**src/rtl/ltpi_pkg.sv**
```systemverilog
// Shared types for the LTPI AVMM host arbiter.
//   state_t           : arbiter FSM states
//   cmd_t             : command latched from the granted host
//   ERR_RDATA_DEFAULT : read data returned to a host on an aborted read
//   sat_inc8          : saturating 8-bit increment for the error counter
package ltpi_pkg;

  typedef enum logic [2:0] {
    IDLE    = 3'd0,
    ISSUE   = 3'd1,
    RD_WAIT = 3'd2,
    ACK     = 3'd3,
    RESP    = 3'd4
  } state_t;

  typedef struct packed {
    logic [15:0] addr;
    logic [31:0] wdata;
    logic [3:0]  byteen;
    logic        rd;
  } cmd_t;

  localparam logic [31:0] ERR_RDATA_DEFAULT = 32'hDEAD_DEAD;

  function automatic logic [7:0] sat_inc8(input logic [7:0] v);
    return (v == 8'hFF) ? v : v + 8'd1;
  endfunction

endpackage

```
**src/rtl/ltpi_avmm_arbiter_if.sv**
```systemverilog
// Bus bundle for the LTPI AVMM arbiter.
//   h_* : two upstream hosts (index 0 = BMC side, 1 = local FPGA side)
//   m_* : single downstream command/response to the controller avmm_slv port
// Modports:
//   slave  : arbiter view (slave to the hosts, drives the downstream command)
//   master : environment view (hosts plus downstream controller)
interface ltpi_avmm_arbiter_if;
  logic [1:0][15:0] h_addr;
  logic [1:0]       h_read;
  logic [1:0]       h_write;
  logic [1:0][31:0] h_wdata;
  logic [1:0][3:0]  h_byteen;
  logic [31:0]      h_rdata;
  logic [1:0]       h_rdvalid;
  logic [1:0]       h_waitrq;

  logic [15:0]      m_addr;
  logic             m_read;
  logic             m_write;
  logic [31:0]      m_wdata;
  logic [3:0]       m_byteen;
  logic [31:0]      m_rdata;
  logic             m_rdvalid;
  logic             m_waitrq;

  modport slave (
    input  h_addr, h_read, h_write, h_wdata, h_byteen,
    output h_rdata, h_rdvalid, h_waitrq,
    output m_addr, m_read, m_write, m_wdata, m_byteen,
    input  m_rdata, m_rdvalid, m_waitrq
  );

  modport master (
    output h_addr, h_read, h_write, h_wdata, h_byteen,
    input  h_rdata, h_rdvalid, h_waitrq,
    input  m_addr, m_read, m_write, m_wdata, m_byteen,
    output m_rdata, m_rdvalid, m_waitrq
  );
endinterface

```
**src/rtl/ltpi_avmm_rr_arb.sv**
```systemverilog
// Two-way round-robin grant.
//   req      : per-host request
//   last_gnt : index of the host granted last
//   gnt      : one-hot grant (zero when nobody requests)
// On a tie the host that was not granted last wins.
module ltpi_avmm_rr_arb (
  input  logic [1:0] req,
  input  logic       last_gnt,
  output logic [1:0] gnt
);
  always_comb begin
    gnt = 2'b00;
    case (req)
      2'b01:   gnt = 2'b01;
      2'b10:   gnt = 2'b10;
      2'b11:   gnt = last_gnt ? 2'b01 : 2'b10;
      default: gnt = 2'b00;
    endcase
  end
endmodule

```
**src/rtl/ltpi_avmm_arbiter.sv**
```systemverilog
// Arbitrates two AVMM hosts onto the single LTPI controller avmm_slv port,
// one downstream transaction at a time, with a per-transaction timeout.
//   clk, reset           : 60 MHz LTPI clock, synchronous active-high reset
//   bus                  : host and downstream signals (slave modport)
//   data_channel_timeout : controller flags the current transaction invalid
//   err_pulse            : one-cycle pulse per aborted transaction
//   err_cnt              : aborted transaction count, saturates at 255
// A write completes with the host holding its request for 3 cycles:
// IDLE (grant) -> ISSUE (accepted) -> ACK (h_waitrq low).
module ltpi_avmm_arbiter
  import ltpi_pkg::*;
#(
  parameter int unsigned TIMEOUT_CYCLES = 4096,
  parameter logic [31:0] ERR_RDATA      = ERR_RDATA_DEFAULT
) (
  input  logic                clk,
  input  logic                reset,
  ltpi_avmm_arbiter_if.slave  bus,
  input  logic                data_channel_timeout,
  output logic                err_pulse,
  output logic [7:0]          err_cnt
);
  state_t      state;
  cmd_t        cmd;
  logic        owner;
  logic        last_gnt;
  logic [15:0] tmo_cnt;
  logic [1:0]  req;
  logic [1:0]  gnt;
  logic        gidx;
  logic        abort;

  assign req  = bus.h_read | bus.h_write;
  assign gidx = gnt[1];

  ltpi_avmm_rr_arb u_rr (
    .req      (req),
    .last_gnt (last_gnt),
    .gnt      (gnt)
  );

  // Only consulted in ISSUE/RD_WAIT, which is where a stray controller
  // timeout is meant to take effect.
  assign abort = (tmo_cnt == 16'(TIMEOUT_CYCLES - 1)) || data_channel_timeout;

  assign bus.m_addr   = cmd.addr;
  assign bus.m_wdata  = cmd.wdata;
  assign bus.m_byteen = cmd.byteen;

  always_ff @(posedge clk) begin
    if (reset) begin
      state         <= IDLE;
      cmd           <= '0;
      owner         <= 1'b0;
      last_gnt      <= 1'b1;
      tmo_cnt       <= '0;
      bus.m_read    <= 1'b0;
      bus.m_write   <= 1'b0;
      bus.h_waitrq  <= 2'b11;
      bus.h_rdvalid <= 2'b00;
      bus.h_rdata   <= '0;
      err_pulse     <= 1'b0;
      err_cnt       <= '0;
    end else begin
      err_pulse     <= 1'b0;
      bus.h_rdvalid <= 2'b00;
      bus.h_waitrq  <= 2'b11;
      case (state)
        IDLE: begin
          if (|gnt) begin
            owner       <= gidx;
            last_gnt    <= gidx;
            cmd.addr    <= bus.h_addr[gidx];
            cmd.wdata   <= bus.h_wdata[gidx];
            cmd.byteen  <= bus.h_byteen[gidx];
            // read wins when a host raises both strobes
            cmd.rd      <= bus.h_read[gidx];
            bus.m_read  <= bus.h_read[gidx];
            bus.m_write <= ~bus.h_read[gidx];
            tmo_cnt     <= '0;
            state       <= ISSUE;
          end
        end
        ISSUE: begin
          tmo_cnt <= tmo_cnt + 16'd1;
          // acceptance is checked first so it beats a same-cycle abort
          if (!bus.m_waitrq) begin
            bus.m_read  <= 1'b0;
            bus.m_write <= 1'b0;
            if (cmd.rd) begin
              state <= RD_WAIT;
            end else begin
              bus.h_waitrq[owner] <= 1'b0;
              state               <= ACK;
            end
          end else if (abort) begin
            bus.m_read          <= 1'b0;
            bus.m_write         <= 1'b0;
            err_pulse           <= 1'b1;
            err_cnt             <= sat_inc8(err_cnt);
            bus.h_waitrq[owner] <= 1'b0;
            if (cmd.rd) bus.h_rdata <= ERR_RDATA;
            state               <= ACK;
          end
        end
        RD_WAIT: begin
          tmo_cnt <= tmo_cnt + 16'd1;
          if (bus.m_rdvalid) begin
            bus.h_rdata         <= bus.m_rdata;
            bus.h_waitrq[owner] <= 1'b0;
            state               <= ACK;
          end else if (abort) begin
            bus.h_rdata         <= ERR_RDATA;
            err_pulse           <= 1'b1;
            err_cnt             <= sat_inc8(err_cnt);
            bus.h_waitrq[owner] <= 1'b0;
            state               <= ACK;
          end
        end
        ACK: begin
          if (cmd.rd) begin
            bus.h_rdvalid[owner] <= 1'b1;
            state                <= RESP;
          end else begin
            state <= IDLE;
          end
        end
        RESP:    state <= IDLE;
        default: state <= IDLE;
      endcase
    end
  end

endmodule

```
**src/flat_wrapper.sv**
```systemverilog
// flat-port wrapper written by rule: the top's interface ports become plain ports
module ltpi_avmm_arbiter_flat import ltpi_pkg::*;
#(
  parameter int unsigned TIMEOUT_CYCLES = 4096,
  parameter logic [31:0] ERR_RDATA      = ERR_RDATA_DEFAULT
)
  (clk, reset, data_channel_timeout, err_pulse, err_cnt, bus_h_addr, bus_h_read, bus_h_write, bus_h_wdata, bus_h_byteen, bus_h_rdata, bus_h_rdvalid, bus_h_waitrq, bus_m_addr, bus_m_read, bus_m_write, bus_m_wdata, bus_m_byteen, bus_m_rdata, bus_m_rdvalid, bus_m_waitrq);
  ltpi_avmm_arbiter_if bus_i ();
  input  logic clk;
  input  logic reset;
  input  logic data_channel_timeout;
  output logic err_pulse;
  output logic [7:0] err_cnt;
  input wire logic [$bits(bus_i.h_addr)-1:0] bus_h_addr;
  input wire logic [$bits(bus_i.h_read)-1:0] bus_h_read;
  input wire logic [$bits(bus_i.h_write)-1:0] bus_h_write;
  input wire logic [$bits(bus_i.h_wdata)-1:0] bus_h_wdata;
  input wire logic [$bits(bus_i.h_byteen)-1:0] bus_h_byteen;
  output wire logic [$bits(bus_i.h_rdata)-1:0] bus_h_rdata;
  output wire logic [$bits(bus_i.h_rdvalid)-1:0] bus_h_rdvalid;
  output wire logic [$bits(bus_i.h_waitrq)-1:0] bus_h_waitrq;
  output wire logic [$bits(bus_i.m_addr)-1:0] bus_m_addr;
  output wire logic [$bits(bus_i.m_read)-1:0] bus_m_read;
  output wire logic [$bits(bus_i.m_write)-1:0] bus_m_write;
  output wire logic [$bits(bus_i.m_wdata)-1:0] bus_m_wdata;
  output wire logic [$bits(bus_i.m_byteen)-1:0] bus_m_byteen;
  input wire logic [$bits(bus_i.m_rdata)-1:0] bus_m_rdata;
  input wire logic [$bits(bus_i.m_rdvalid)-1:0] bus_m_rdvalid;
  input wire logic [$bits(bus_i.m_waitrq)-1:0] bus_m_waitrq;
  assign bus_i.h_addr = bus_h_addr;
  assign bus_i.h_read = bus_h_read;
  assign bus_i.h_write = bus_h_write;
  assign bus_i.h_wdata = bus_h_wdata;
  assign bus_i.h_byteen = bus_h_byteen;
  assign bus_h_rdata = bus_i.h_rdata;
  assign bus_h_rdvalid = bus_i.h_rdvalid;
  assign bus_h_waitrq = bus_i.h_waitrq;
  assign bus_m_addr = bus_i.m_addr;
  assign bus_m_read = bus_i.m_read;
  assign bus_m_write = bus_i.m_write;
  assign bus_m_wdata = bus_i.m_wdata;
  assign bus_m_byteen = bus_i.m_byteen;
  assign bus_i.m_rdata = bus_m_rdata;
  assign bus_i.m_rdvalid = bus_m_rdvalid;
  assign bus_i.m_waitrq = bus_m_waitrq;
  ltpi_avmm_arbiter #(.TIMEOUT_CYCLES(TIMEOUT_CYCLES), .ERR_RDATA(ERR_RDATA)) u_core (.clk(clk), .reset(reset), .bus(bus_i), .data_channel_timeout(data_channel_timeout), .err_pulse(err_pulse), .err_cnt(err_cnt));
endmodule
```
**config.mk**
```make
export PLATFORM = sky130hd
export DESIGN_NAME = ltpi_avmm_arbiter_flat
export DESIGN_NICKNAME = d
export VERILOG_FILES = /design/src/rtl/ltpi_pkg.sv /design/src/rtl/ltpi_avmm_arbiter_if.sv /design/src/rtl/ltpi_avmm_rr_arb.sv /design/src/rtl/ltpi_avmm_arbiter.sv /design/src/flat_wrapper.sv
export SDC_FILE = /design/constraint.sdc
export NUM_CORES = 1
export LEC_CHECK = 0
export ABC_AREA = 1
export CORE_MARGIN = 2
export CORE_UTILIZATION = 65
export CTS_BUF_LIST = sky130_fd_sc_hd__clkbuf_4 sky130_fd_sc_hd__clkbuf_8
export DETAILED_ROUTE_END_ITERATION = 10
export DONT_BUFFER_PORTS = 1
export GPL_TIMING_DRIVEN = 0
export HOLD_SLACK_MARGIN = 0.15
export PLACE_DENSITY = 0.85
export SLEW_MARGIN = 5
export SYNTH_ARGS = -nofsm -noshare
export SYNTH_HDL_FRONTEND = slang
export SYNTH_SLANG_ARGS = --single-unit
```
**constraint.sdc**
```tcl
create_clock -name clk -period 1.85 [get_ports clk]
set_input_delay 0.185 -clock clk [delete_from_list [all_inputs] [get_ports clk]]
set_output_delay 0.185 -clock clk [all_outputs]
set_load 0.01 [all_outputs]
```
# Word-level counts from Yosys, hierarchy flattened
# Cells that the tools add are included.
# word_totals
ff_bits,121
# op_classes
addsub,2
n_reduce_logical,14
n_lt_le_gt_ge,3
n_mux,47
n_bitwise,5
n_eq_ne,15
# op_table
cell,n
2-to-1 mux 32 bit,7
one-hot mux 32 bit (2 select lines),1
2-to-1 mux 16 bit,3
2-to-1 mux 8 bit,4
one-hot mux 16 bit (2 select lines),1
adder 16 x 1 -> 16 bit (second input constant),1
equality test 16 x 12 -> 1 bit (second input constant),1
one-hot mux 8 bit (2 select lines),1
2-to-1 mux 3 bit,5
one-hot mux 3 bit (4 select lines),1
2-to-1 mux 1 bit,11
2-to-1 mux 2 bit,5
adder 8 x 1 -> 8 bit (second input constant),1
equality test 8 bit (second input constant),1
2-to-1 mux 4 bit,2
equality test 3 x 2 -> 1 bit (second input constant),2
!= test 2 x 1 -> 1 bit (second input constant),3
!= test 3 x 2 -> 1 bit (second input constant),2
one-hot mux 1 bit (2 select lines),3
one-hot mux 2 bit (3 select lines),1
AND reduction 3 bit,2
nonzero test 2 bit,3
AND reduction 5 bit,1
equality test 2 bit (second input constant),2
16 further kinds,22

# Logic depth before layout (Yosys ltp)
# Gate-level depths: netlist of the first run.
# depth
depth_word,8
mapped_depth,13

# Modules after synthesis
# A second synthesis of the first run with hierarchy kept.
# unflattened
hier_cells,772
area_unflattened_um2,5620.4
# modules_own_cells
module,seq_area_each_um2,cells_each,area_each_um2,n_inst
ltpi_avmm_arbiter,2422.3,767,5599.1,1
ltpi_avmm_rr_arb,0.0,5,21.3,1

# Worst setup path after synthesis of the first run
# OpenSTA, ideal clock, no wires.
# synth_timing
kind,register to register
startpoint,register u_core.tmo_cnt[0]
endpoint,register u_core.bus.h_rdata[11]
arrival_ns,1.522
stages_incl_launch_ff,13
n_path_buf,1
setup_ns,0.062
required_time_ns,1.788
slack_ns,0.266
cell_sequence,dfxtp_1 > ha_1 > nand3_1 > nor2_2 > nand2_2 > nand3_1 > nand2_4 > inv_4 > nand2_8 > inv_6 > buf_12 > nor2_4 > nor2_2
# synth_between
elab_chain_len,4
elab_cells_between_ends,5
cone_classes,3 x eq/ne; 2 x reduce/logical
# synth_lines
element,line_no,text
start: declaration,ltpi_avmm_arbiter.sv:27,logic [15:0] tmo_cnt;
start signal: assignment,ltpi_avmm_arbiter.sv:85,tmo_cnt <= tmo_cnt + 16'd1;
start signal: assignment,ltpi_avmm_arbiter.sv:107,tmo_cnt <= tmo_cnt + 16'd1;
equality test 16 x 12 -> 1 bit (*),ltpi_avmm_arbiter.sv:44,assign abort = (tmo_cnt == 16'(TIMEOUT_CYCLES - 1)) || data_channel_timeout;
logical OR 1 bit (*),ltpi_avmm_arbiter.sv:44,
!= test 3 x 2 -> 1 bit (no source line) or != test 2 x 1 -> 1 bit (tied branches),-,
AND reduction 5 bit (no source line) (*),-,
end signal: assignment,ltpi_avmm_arbiter.sv:109,bus.h_rdata <= bus.m_rdata;
end: declaration,ltpi_avmm_arbiter_if.sv:28,"output h_rdata, h_rdvalid, h_waitrq,"
# Every way passes the cells marked *; elsewhere a longest branch is shown, timed or not.
# A chain may end at the register's enable or synchronous reset.

# Worst setup path in the final report of the first run
# layout_timing
startpoint,register u_core.tmo_cnt[0]
endpoint,register u_core.tmo_cnt[10]
# layout_between
elab_chain_len,2
# layout_lines
element,line_no,text
adder 16 x 1 -> 16 bit,"ltpi_avmm_arbiter.sv:85, ltpi_avmm_arbiter.sv:107",
one-hot mux 16 bit (2 select lines),ltpi_avmm_arbiter.sv:68,case (state)
# Every way passes these cells.

==> flow_metrics.tcl, run 1 <==
set metrics [dict create \
    fin_crit_sh_pct 103 \
    hpwl_mm 11.5 \
    synthCells 833 \
    cts_root_buf "clkbuf_8" \
    crit_required_ps 2170 \
    drc 0 \
    min_period_ps 1910 \
    io_buffers 0 \
    instances_no_fill 1118 \
    synth_fa_ha_area_share_pct 0.408 \
    grt_pass1_vias 7196 \
    grt.total_usage_pct 45.0 \
    drt_iter0_drc 996 \
    cp_slowest_stage_delay_ps 360 \
    grt-ovfl-total 0 \
    cts_tree "built" \
    synth_edf_count 0 \
    async_flop_share_pct 0 \
    cp-start-kind "flop" \
    yosysSeqAreaShare_pct 39.5 \
    crit_type "flop to flop" \
    antenna_found_initial 1 \
    synth.area.top_cells "dfxtp_1 39%, nand2_1 11%, buf_4 6.5%" \
    synth_fp_nets 980 \
    synth_top_area_share_pct 39.5 \
    setup-violations-final 5 \
    setup_slack_ps -63.0 \
    fill_cells 342 \
    p_clk_share_pct 31.2 \
    clkSinkCount 121 \
    p_sw_share_pct 35.9 \
    path_cells "ha_2, nand3_2, nor2_1, nand2_1, nor2_1, nand3_1, o21ai_0, a21oi_1" \
    synth-main-ff-cell "dfxtp_1" \
    slew_headroom_pct 60.1 \
    slowest_stage "dfxtp_2" \
    dp_cells 944 \
    syn_area_um2 6140 \
    grt_pass1_wl_mm 35.8 \
    vias 7404 \
    clk_latency_ps 450 \
    die_height_um 101 \
    p_per_area_nw_per_um2 1040 \
    path_common_cell "nor2_1" \
    synth_area_leader_cell "dfxtp_1" \
    ir_worst_vdd_mv 0.754 \
    synthXorXnorAreaFrac_pct 0.856 \
    grt_max_degree 17 \
    cp_data_arrival_time_ps 2230 \
    finalClockSkew_ps 26.0 \
    pwr-share-seq_pct 39.0 \
    nets 1142 \
    antenna_left 0 \
    core_area_um2 9200 \
    synth_compound_area_share_pct 12.4 \
    ioPinCount 244 \
    rows 35 \
    p_comb_share_pct 29.8 \
    syn_area_per_cell_um2 7.37 \
    intPower_w 0.00549 \
    synth_top_family_by_area "simple AND/OR/NAND/NOR gates" \
    area_growth_syn_to_layout_pct 34.1 \
    synth_mux_area_share_pct 0 \
    hold_path_class "primary input to flop" \
    cp-end-kind "flop" \
    gp_congestion 0.922 \
    synth.distinct_cells 33 \
    initial_core_util_pct 66.7 \
    wl_mm 26.5 \
    htreeDepth 4 \
    drv_cap 0 \
    wire_per_inst_um 23.7 \
    dr.pass1.iters 10 \
    die_area_um2 10200 \
    yosysWarnings 0 \
    cts_buffer_depth 2 \
    outcome "finished, violations left" \
    rsz0062_at_grt "true" \
    die_w_um 101 \
    drv_slew 0 \
    path_clk_slew_ps 70 \
    ys_seq_elements 121 \
    p_leak_nw 3.84 \
    max_slew.worst_pin.slew_ps 598 \
    fin_util_pct 89.5 \
    p_switching_w 0.00307 \
    hold_viol_final 0 \
    fmax_mhz 523 \
    violations "setup timing" \
    cts_buffers 17 \
    crit_fanout 4 \
    via_per_inst 6.62 \
    synthSimpleGateAreaFrac_pct 30.7 \
    drive_above_1_share_pct 19.0 \
]
-- registers in the layout (all words and copies together) (netlist names), 2 cells and up --
| register | count |
|---|---|
| u_core.bus.h_waitrq | 2 |
| u_core.bus.h_rdata | 32 |
| u_core.bus.h_rdvalid | 2 |
| u_core.state | 3 |
| u_core.tmo_cnt | 16 |
| u_core.bus.m_addr | 16 |
| u_core.bus.m_wdata | 32 |
| u_core.err_cnt | 8 |
| u_core.bus.m_byteen | 4 |
-- stage by stage --
stage | power, W | hold WS [ps] | TNS (ps) | setup slack, ps | instance area [µm²]
6_report | 0.00856 | 189 | -161 | -63.0 | 8230
5_1_grt | 0.00875 | 218 | -2190 | -409 | 8230
4_1_cts | 0.00790 | 163 | 0 | 18.1 | 8080
3_5_place_dp | 0.00517 | 386 | 0 | 22.4 | 6280
3_3_place_gp | 0.00509 | 372 | 0 | 67.8 | 6280
2_1_floorplan | 0.00478 | 364 | 0 | 266 | 6140
-- placed cells by master (no fill, tap or decap), drive strengths merged, types with 2 or more instances in the layout --
| cell type | instances |
|---|---|
| nand2 | 192 |
| dlygate4sd3 | 138 |
| dfxtp | 121 |
| inv | 105 |
| nor2 | 105 |
| nand3 | 77 |
| buf | 63 |
| o211ai | 53 |
| clkbuf | 53 |
| o21ai | 37 |
| a21oi | 25 |
| nor3 | 7 |
| xor2 | 6 |
| clkinv | 6 |
| bufinv | 4 |
| nand4 | 3 |
| a31oi | 2 |
| o22ai | 2 |
| or2 | 2 |
| ha | 2 |
-- metal layers --
layer | GRT usage (%) | routed length (µm)
met3 | 13.7 | 3400
met2 | 75.5 | 11800
met1 | 47.1 | 8270
met4 | 34.8 | 3050
met5 | 0 | 0
-- power groups by stage --
stage / Sequential [W] / Combinational [W] / Clock (W)
global route: 0.00334 / 0.00269 / 0.00273
detailed placement: 0.00330 / 0.00186 / 0
floorplan: 0.00324 / 0.00154 / 0
global placement: 0.00329 / 0.00180 / 0
CTS: 0.00325 / 0.00211 / 0.00255
finish: 0.00334 / 0.00255 / 0.00267
-- final cells by class --
class / count / area, µm² / share of cell area [%]
Antenna cell: 1 / 2.50 / 0.0304
Buffer: 91 / 627 / 7.62
Clock buffer: 20 / 269 / 3.27
Clock inverter: 10 / 150 / 1.82
Inverter: 105 / 409 / 4.97
Multi-Input combinational cell: 516 / 2750 / 33.5
Sequential cell: 121 / 2430 / 29.5
Tap cell: 111 / 139 / 1.69
Timing Repair Buffer: 143 / 1450 / 17.7
-- timing repair --
item	in CTS	in global routing
buffers inserted	0	3
gates resized for setup	0	44
hold buffers	138	0
setup endpoints to repair	3	90
cloned	0	2
pin swaps	1	2
hold endpoints to repair	91	0
-- cells by family after synthesis --
kind of cell,count (synthesis)
compound gates,122
xor+xnor,6
buf+inv,196
simple gates,386
flops,121
fa+ha+maj,2
-- cell usage after synthesis (7+ instances only) --
library cell and instances:
a21oi_1 25, buf_2 11, buf_4 53, clkbuf_1 24
dfxtp_1 121, inv_1 93, inv_2 10, nand2_1 178
nand2_2 7, nand3_1 77, nor2_1 57, nor2_2 25
nor2_4 23, nor3_1 7, o211ai_1 53, o21ai_0 36
-- worst max-delay path, delay by kind of cell, from the launching register on --
kind	cells	cell delay, ps
AO/OA/AOI/OAI	2	300
adder cells (fa/ha/maj)	1	210
flip-flops	1	360
AND/OR/NAND/NOR	5	940
-- final timing paths --
kind                        start                      to  slack [ps]  cells past startpoint
max reg2reg     u_core.tmo_cnt[0]      u_core.tmo_cnt[10]         -60                      8
min reg2reg          u_core.owner  u_core.bus.h_waitrq[1]         410                      1
max             u_core.tmo_cnt[0]      u_core.tmo_cnt[10]         -60                      8
min          data_channel_timeout  u_core.bus.h_waitrq[1]         190                      5
No activity file was read; power rests on OpenSTA's default activity.
==> run 2, diff against run 1 <==
--- a/config.mk
+++ b/config.mk
@@ -5,7 +5,7 @@
 export SDC_FILE = /design/constraint.sdc
 export NUM_CORES = 1
 export LEC_CHECK = 0
-export ABC_AREA = 1
+export ABC_AREA = 0
 export CORE_MARGIN = 2
 export CORE_UTILIZATION = 65
 export CTS_BUF_LIST = sky130_fd_sc_hd__clkbuf_4 sky130_fd_sc_hd__clkbuf_8
@@ -14,6 +14,7 @@
 export GPL_TIMING_DRIVEN = 0
 export HOLD_SLACK_MARGIN = 0.15
 export PLACE_DENSITY = 0.85
+export SKIP_LAST_GASP = 1
 export SLEW_MARGIN = 5
 export SYNTH_ARGS = -nofsm -noshare
 export SYNTH_HDL_FRONTEND = slang
==> flow_metrics.tcl, run 2 <==
set metrics [dict create \
    ys_seq_elements 121 \
    initial_core_util_pct 66.7 \
    crit_endpoint "u_core.err_cnt[4]$_SDFFE_PP0P_/D" \
    synthCells 574 \
    synth.distinct_cells 54 \
    die_w_um 95.9 \
    synth_top_area_share_pct 44.2 \
    hpwl_mm 9.95 \
    htreeDepth 4 \
    async_flop_share_pct 0 \
    rows 33 \
    cts_root_buf "clkbuf_8" \
    synth_fp_nets 721 \
    worstEndpointType "register data pin" \
    die_height_um 95.9 \
    clkSinkCount 121 \
    grt_max_degree 17 \
    syn_area_um2 5480 \
    haltStage "global routing" \
    cts_buffers 17 \
    ioPinCount 244 \
    yosysMostFrequentCell "dfxtp_1" \
    gp_congestion 0.867 \
    syn_area_per_cell_um2 9.55 \
    yosysSeqAreaShare_pct 44.2 \
    cts_buffer_depth 2 \
    pre_cts_ws_ps -263 \
    synth-main-ff-cell "dfxtp_1" \
    yosysWarnings 0 \
    synth_area_leader_cell "dfxtp_1" \
    synth_commonest_cells "121 x dfxtp_1, 75 x nor2_1, 53 x a211oi_1, 53 x buf_4, 53 x mux2i_1" \
    synth_edf_count 0 \
    outcome "did not finish" \
    synth.area.top_cells "dfxtp_1 44%, mux2i_1 9.7%, a211oi_1 7.3%" \
    io_buffers 0 \
    error_line "[ERROR DPL-0038] Utilization greater than 100%, impossible to legalize" \
]
[run 2: changes by cell type after synthesis, sizes merged, moves of 51 or more]
| cell | previous run | this run |
|---|---|---|
| a211oi | 1 | 53 |
| mux2i | 0 | 53 |
| o211ai | 53 | 2 |
| inv | 105 | 8 |
| nand2 | 192 | 15 |
| nand3 | 77 | 13 |
[run 2: logic make-up after synthesis]
logic type               Yosys count  synth area share [%]
adder cells (fa/ha/maj)            2                 0.456
XOR/XNOR                           9                  1.44
flip-flops                       121                  44.2
AO/OA/AOI/OAI                    132                  18.6
buffers and inverters             99                  11.1
AND/OR/NAND/NOR                  157                  14.3
multiplexers                      54                  9.88
[run 2: metrics by stage]
stage	std cells	cell area (µm²)
after floorplan	574	5520
after global placement	679	5650
after detailed placement	679	5650
after CTS	871	7780
[run 2: repair_timing]
action,in CTS
endpoints found under the setup margin,82
hold endpoints to repair,93
cloned,3
pin swaps,6
hold buffers,141
setup buffers,17
resized for setup,37
==> run 3, diff against run 2 <==
--- a/config.mk
+++ b/config.mk
@@ -7,13 +7,11 @@
 export LEC_CHECK = 0
 export ABC_AREA = 0
 export CORE_MARGIN = 2
-export CORE_UTILIZATION = 65
-export CTS_BUF_LIST = sky130_fd_sc_hd__clkbuf_4 sky130_fd_sc_hd__clkbuf_8
+export CORE_UTILIZATION = 40
 export DETAILED_ROUTE_END_ITERATION = 10
 export DONT_BUFFER_PORTS = 1
 export GPL_TIMING_DRIVEN = 0
-export HOLD_SLACK_MARGIN = 0.15
-export PLACE_DENSITY = 0.85
+export PLACE_DENSITY_LB_ADDON = 0.15
 export SKIP_LAST_GASP = 1
 export SLEW_MARGIN = 5
 export SYNTH_ARGS = -nofsm -noshare
==> flow_metrics.tcl, run 3 <==
set metrics [dict create \
    outcome "finished, violations left" \
    violations "setup timing" \
    gp_congestion 0.826 \
    hold_viol_final 0 \
    drive_above_1_share_pct 25.6 \
    synth_edf_count 0 \
    p_per_area_nw_per_um2 1300 \
    dr.pass1.iters 4 \
    yosysWarnings 0 \
    hold_path_class "primary input to flop" \
    synth-main-ff-cell "dfxtp_1" \
    synth.area.top_cells "dfxtp_1 44%, mux2i_1 9.7%, a211oi_1 7.3%" \
    yosysMostFrequentCell "dfxtp_1" \
    yosysSeqAreaShare_pct 44.2 \
    die_w_um 121 \
    clkSinkCount 121 \
    max_slew.worst_pin.slew_ps 730 \
    synthCells 574 \
    synth_commonest_cells "121 x dfxtp_1, 75 x nor2_1, 53 x a211oi_1, 53 x buf_4, 53 x mux2i_1" \
    core_area_um2 13300 \
    ioPinCount 244 \
    antenna_found_initial 0 \
    drv_slew 0 \
    fmax_mhz 517 \
    crit_family "simple AND/OR/NAND/NOR gates" \
    io_buffers 0 \
    cp-end-kind "flop" \
    p_comb_share_pct 29.2 \
    min_period_ps 1930 \
    final_cell_mix "116 x dfxtp_1, 74 x nor2_1, 72 x buf_4" \
    synth_top_area_share_pct 44.2 \
    die_area_um2 14700 \
    final_common_cell "dfxtp_1" \
    cts_root_buf "clkbuf_16" \
    cts_tree "built" \
    cp-start-kind "flop" \
    drt_iter0_drc 193 \
    nets 814 \
    die_height_um 121 \
    wl_mm 15.5 \
    p_clk_share_pct 34.2 \
    pwr-share-seq_pct 36.6 \
    p_switching_w 0.00300 \
    crit_type "flop to flop" \
    area_growth_syn_to_layout_pct 31.6 \
    p_sw_share_pct 31.9 \
    path_cells "ha_4, nand3_4, and4b_4, o311a_4, or2_4, buf_6, o221a_4" \
    syn_area_per_cell_um2 9.55 \
    intPower_w 0.00639 \
    slowest_stage "dfxtp_4" \
    crit_required_ps 2150 \
    fin_crit_sh_pct 104 \
    drc 0 \
    setup-violations-final 22 \
    drv_cap 0 \
    via_per_inst 5.41 \
    syn_area_um2 5480 \
    setup_slack_ps -82.5 \
    rsz0062_at_grt "true" \
    grt.total_usage_pct 20.9 \
    finalClockSkew_ps 4.64 \
    crit_fanout 5 \
    grt_pass1_wl_mm 23.5 \
    clk_latency_ps 410 \
    vias 4628 \
    synth_area_leader_cell "dfxtp_1" \
    cts_buffer_depth 2 \
    grt_max_degree 17 \
    slew_headroom_pct 51.4 \
    path_clk_slew_ps 60 \
    cts_buffers 17 \
    antenna_left 0 \
    wire_per_inst_um 18.1 \
    p_leak_nw 3.01 \
    grt-ovfl-total 0 \
    initial_core_util_pct 41.2 \
    diodes 0 \
    async_flop_share_pct 0 \
    grt_pass1_vias 4655 \
    fin_util_pct 54.3 \
    synth_fp_nets 721 \
    rows 42 \
    pre_cts_ws_ps -361 \
    hpwl_mm 10.7 \
    htreeDepth 4 \
    ir_worst_vdd_mv 0.621 \
    cp_slowest_stage_delay_ps 350 \
    ys_seq_elements 121 \
    synth.distinct_cells 54 \
    cp_data_arrival_time_ps 2240 \
    path_buf_inv 1 \
]
run 3: worst paths after layout:
kind / from / end / slack (ps) / cells past startpoint
max: u_core.tmo_cnt[1] / u_core.bus.h_rdata[9] / -80 / 7
min: bus_h_addr[30] / u_core.bus.m_addr[14] / 10 / 2
max reg2reg: u_core.tmo_cnt[1] / u_core.bus.h_rdata[9] / -80 / 7
min reg2reg: u_core.owner / u_core.bus.h_waitrq[1] / 440 / 1
run 3: cells by family (layout without fill, tap and decap cells):
kind of cell             Yosys count  after routing  synth area share (%)
AND/OR/NAND/NOR                  157            157                  14.3
AO/OA/AOI/OAI                    132            132                  18.6
flip-flops                       121            121                  44.2
buffers and inverters             99            205                  11.1
multiplexers                      54             54                  9.88
XOR/XNOR                           9              9                  1.44
adder cells (fa/ha/maj)            2              2                 0.456
run 3: metal layers:
metal / track usage (%) / vias up / wire length [µm]
met3: 6.20 / 29 / 986
met2: 36.1 / 183 / 7840
met5: 0 / - / 0
met1: 23.5 / 2181 / 6250
met4: 9.45 / 0 / 399
li1: - / 2235 / -
run 3: timing repair:
item | CTS | global route
hold buffers | 52 | 0
gates cloned | 2 | 0
pin swaps | 7 | 8
endpoints found under the setup margin | 92 | 65
setup buffers | 15 | 6
gates resized for setup | 32 | 23
endpoints found under the hold margin | 48 | 0
run 3: cell type report:
type | instances | area [µm²]
Tap cell | 176 | 220
Clock inverter | 15 | 153
Timing Repair Buffer | 75 | 717
Fill cell | 1206 | 6080
Buffer | 89 | 597
Sequential cell | 121 | 2430
Inverter | 9 | 33.8
Clock buffer | 17 | 425
Multi-Input combinational cell | 354 | 2640
run 3: stage by stage:
stage / instances / setup TNS, ps / area [µm²] / power (W) / hold slack [ps]
floorplan: 574 / -203 / 5520 / 0.00532 / 318
global placement: 750 / -18320 / 5740 / 0.00580 / 320
detailed placement: 750 / -20530 / 5740 / 0.00585 / 325
CTS: 850 / -985 / 7100 / 0.00939 / 0.191
global route: 856 / -3940 / 7220 / 0.00988 / 15.1
finish: 856 / -1470 / 7220 / 0.00938 / 10.9
run 3: power groups by stage:
stage | Sequential [W] | Clock (W) | Combinational, W
floorplan | 0.00339 | 0 | 0.00193
global placement | 0.00346 | 0 | 0.00234
finish | 0.00344 | 0.00321 | 0.00274
detailed placement | 0.00347 | 0 | 0.00238
CTS | 0.00343 | 0.00328 | 0.00268
global route | 0.00350 | 0.00340 | 0.00299
run 3: worst register-to-register path: cells and delay by family (launching register included):
kind	cells	cell delay, ps
AO/OA/AOI/OAI	2	570
adder cells (fa/ha/maj)	1	160
buffers and inverters	1	150
flip-flops	1	350
AND/OR/NAND/NOR	3	600
==> run 4, diff against run 3 <==
--- a/config.mk
+++ b/config.mk
@@ -6,6 +6,8 @@
 export NUM_CORES = 1
 export LEC_CHECK = 0
 export ABC_AREA = 0
+export CELL_PAD_IN_SITES_DETAIL_PLACEMENT = 1
+export CELL_PAD_IN_SITES_GLOBAL_PLACEMENT = 1
 export CORE_MARGIN = 2
 export CORE_UTILIZATION = 40
 export DETAILED_ROUTE_END_ITERATION = 10
==> flow_metrics.tcl, run 4 (synthesis results as in run 3) <==
set metrics [dict create \
    instances_no_fill 859 \
    wire_per_inst_um 20.5 \
    gp_congestion 0.799 \
    io_buffers 0 \
    rows 42 \
    p_per_area_nw_per_um2 1330 \
    final_cell_mix "113 x dfxtp_1, 74 x nor2_1, 73 x buf_4" \
    slowest_stage "dfxtp_4" \
    cp-start-kind "flop" \
    via_per_inst 5.54 \
    outcome "finished, violations left" \
    diodes 0 \
    cts_root_buf "clkbuf_16" \
    fmax_mhz 509 \
    min_period_ps 1970 \
    crit_family "simple AND/OR/NAND/NOR gates" \
    clkSinkCount 121 \
    drive_above_1_share_pct 26.8 \
    p_leak_nw 3.04 \
    cp-end-kind "flop" \
    cts_tree "built" \
    fin_util_pct 55.1 \
    grt-ovfl-total 0 \
    dp_cells 750 \
    finalClockSkew_ps 10.3 \
    vias 4756 \
    path_clk_slew_ps 60 \
    hold_viol_final 0 \
    die_height_um 121 \
    initial_core_util_pct 41.2 \
    grt_pass1_vias 5124 \
    path_buf_inv 1 \
    antenna_found_initial 0 \
    max_slew.worst_pin.slew_ps 775 \
    rsz0062_at_grt "true" \
    grt_pass1_wl_mm 26.5 \
    crit_fanout 5 \
    clk_latency_ps 420 \
    slew_headroom_pct 48.4 \
    ff2ff_setup_slack_ps -120 \
    drt_iter0_drc 144 \
    drv_slew 0 \
    antenna_left 0 \
    htreeDepth 4 \
    violations "setup timing" \
    drc 0 \
    setup_slack_ps -115 \
    hold_path_class "primary input to flop" \
    cp_slowest_stage_delay_ps 350 \
    drv_cap 0 \
    placed_cell_area_um2 5740 \
    grt_max_degree 17 \
    nets 817 \
    die_area_um2 14700 \
    hpwl_mm 11.4 \
    area_growth_syn_to_layout_pct 33.6 \
    wl_mm 17.7 \
    dr.pass1.iters 4 \
    final_common_cell "dfxtp_1" \
    ioPinCount 244 \
    ir_worst_vdd_mv 0.642 \
    cp_data_arrival_time_ps 2270 \
    fill_cells 1438 \
    postLayoutCellArea_um2 7330 \
    crit_type "flop to flop" \
    die_w_um 121 \
    path_cells "ha_4, nand3_4, and4b_4, o311a_4, or2_4, buf_6, o221a_4" \
    cts_buffers 17 \
    fin_crit_sh_pct 106 \
    grt.total_usage_pct 23.4 \
    core_area_um2 13300 \
    cts_buffer_depth 2 \
    crit_required_ps 2160 \
    setup-violations-final 33 \
]
==> run 4: cell count changes in the layout (fill, tap and decap cells not counted), sizes merged <==
cell / delta
buf: +2
bufinv: +1
clkbuf: +2
clkinv: -5
clkinvlp: -2
inv: +5
==> run 4: worst paths after layout <==
kind         cells past startpoint         startpoint                     end
max reg2reg                      7  u_core.tmo_cnt[1]  u_core.bus.h_rdata[15]
max                              7  u_core.tmo_cnt[1]  u_core.bus.h_rdata[15]
min                              2    bus_h_wdata[44]  u_core.bus.m_wdata[12]
min reg2reg                      1       u_core.owner  u_core.bus.h_waitrq[1]
==> run 4: repair_timing <==
action,CTS,global route
setup endpoints to repair,96,63
hold buffers,51,1
cloned,1,1
gates resized for setup,29,40
buffers inserted,19,5
endpoints found under the hold margin,46,1
pin swaps,7,8
==> run 4: layer usage <==
metal	vias to the layer above	global-route usage, %	routed length, µm
met5	-	0	0
met4	0	7.49	418
met3	32	7.99	1200
met2	190	43.4	9380
met1	2294	24.6	6650
li1	2240	-	-
==> run 4: through the flow <==
stage                     TNS (ps)  hold slack [ps]  setup slack, ps  total power, W
after floorplan               -203              318            -22.6         0.00532
after global placement      -13890              320             -228         0.00579
after detailed placement    -15120              324             -262         0.00587
after CTS                    -1420            0.339            -76.7         0.00967
after global routing         -4340             3.95             -152          0.0102
final                        -2670             1.36             -115         0.00975
==> run 4: layout make-up <==
type	instances	area [µm²]	share of cell area, %
plain buffers	89	611	8.33
repair buffers	78	757	10.3
clock buffers	18	439	5.99
inverters	9	33.8	0.461
well taps	176	220	3.01
multi-input cells	354	2640	36.1
clock inverters	14	185	2.53
flip-flops and latches	121	2440	33.3
==> run 4: power breakdown <==
part	internal, W	switching (W)
clock	0.00219	0.00134
combinational	0.00133	0.00144
sequential	0.00308	0.000369
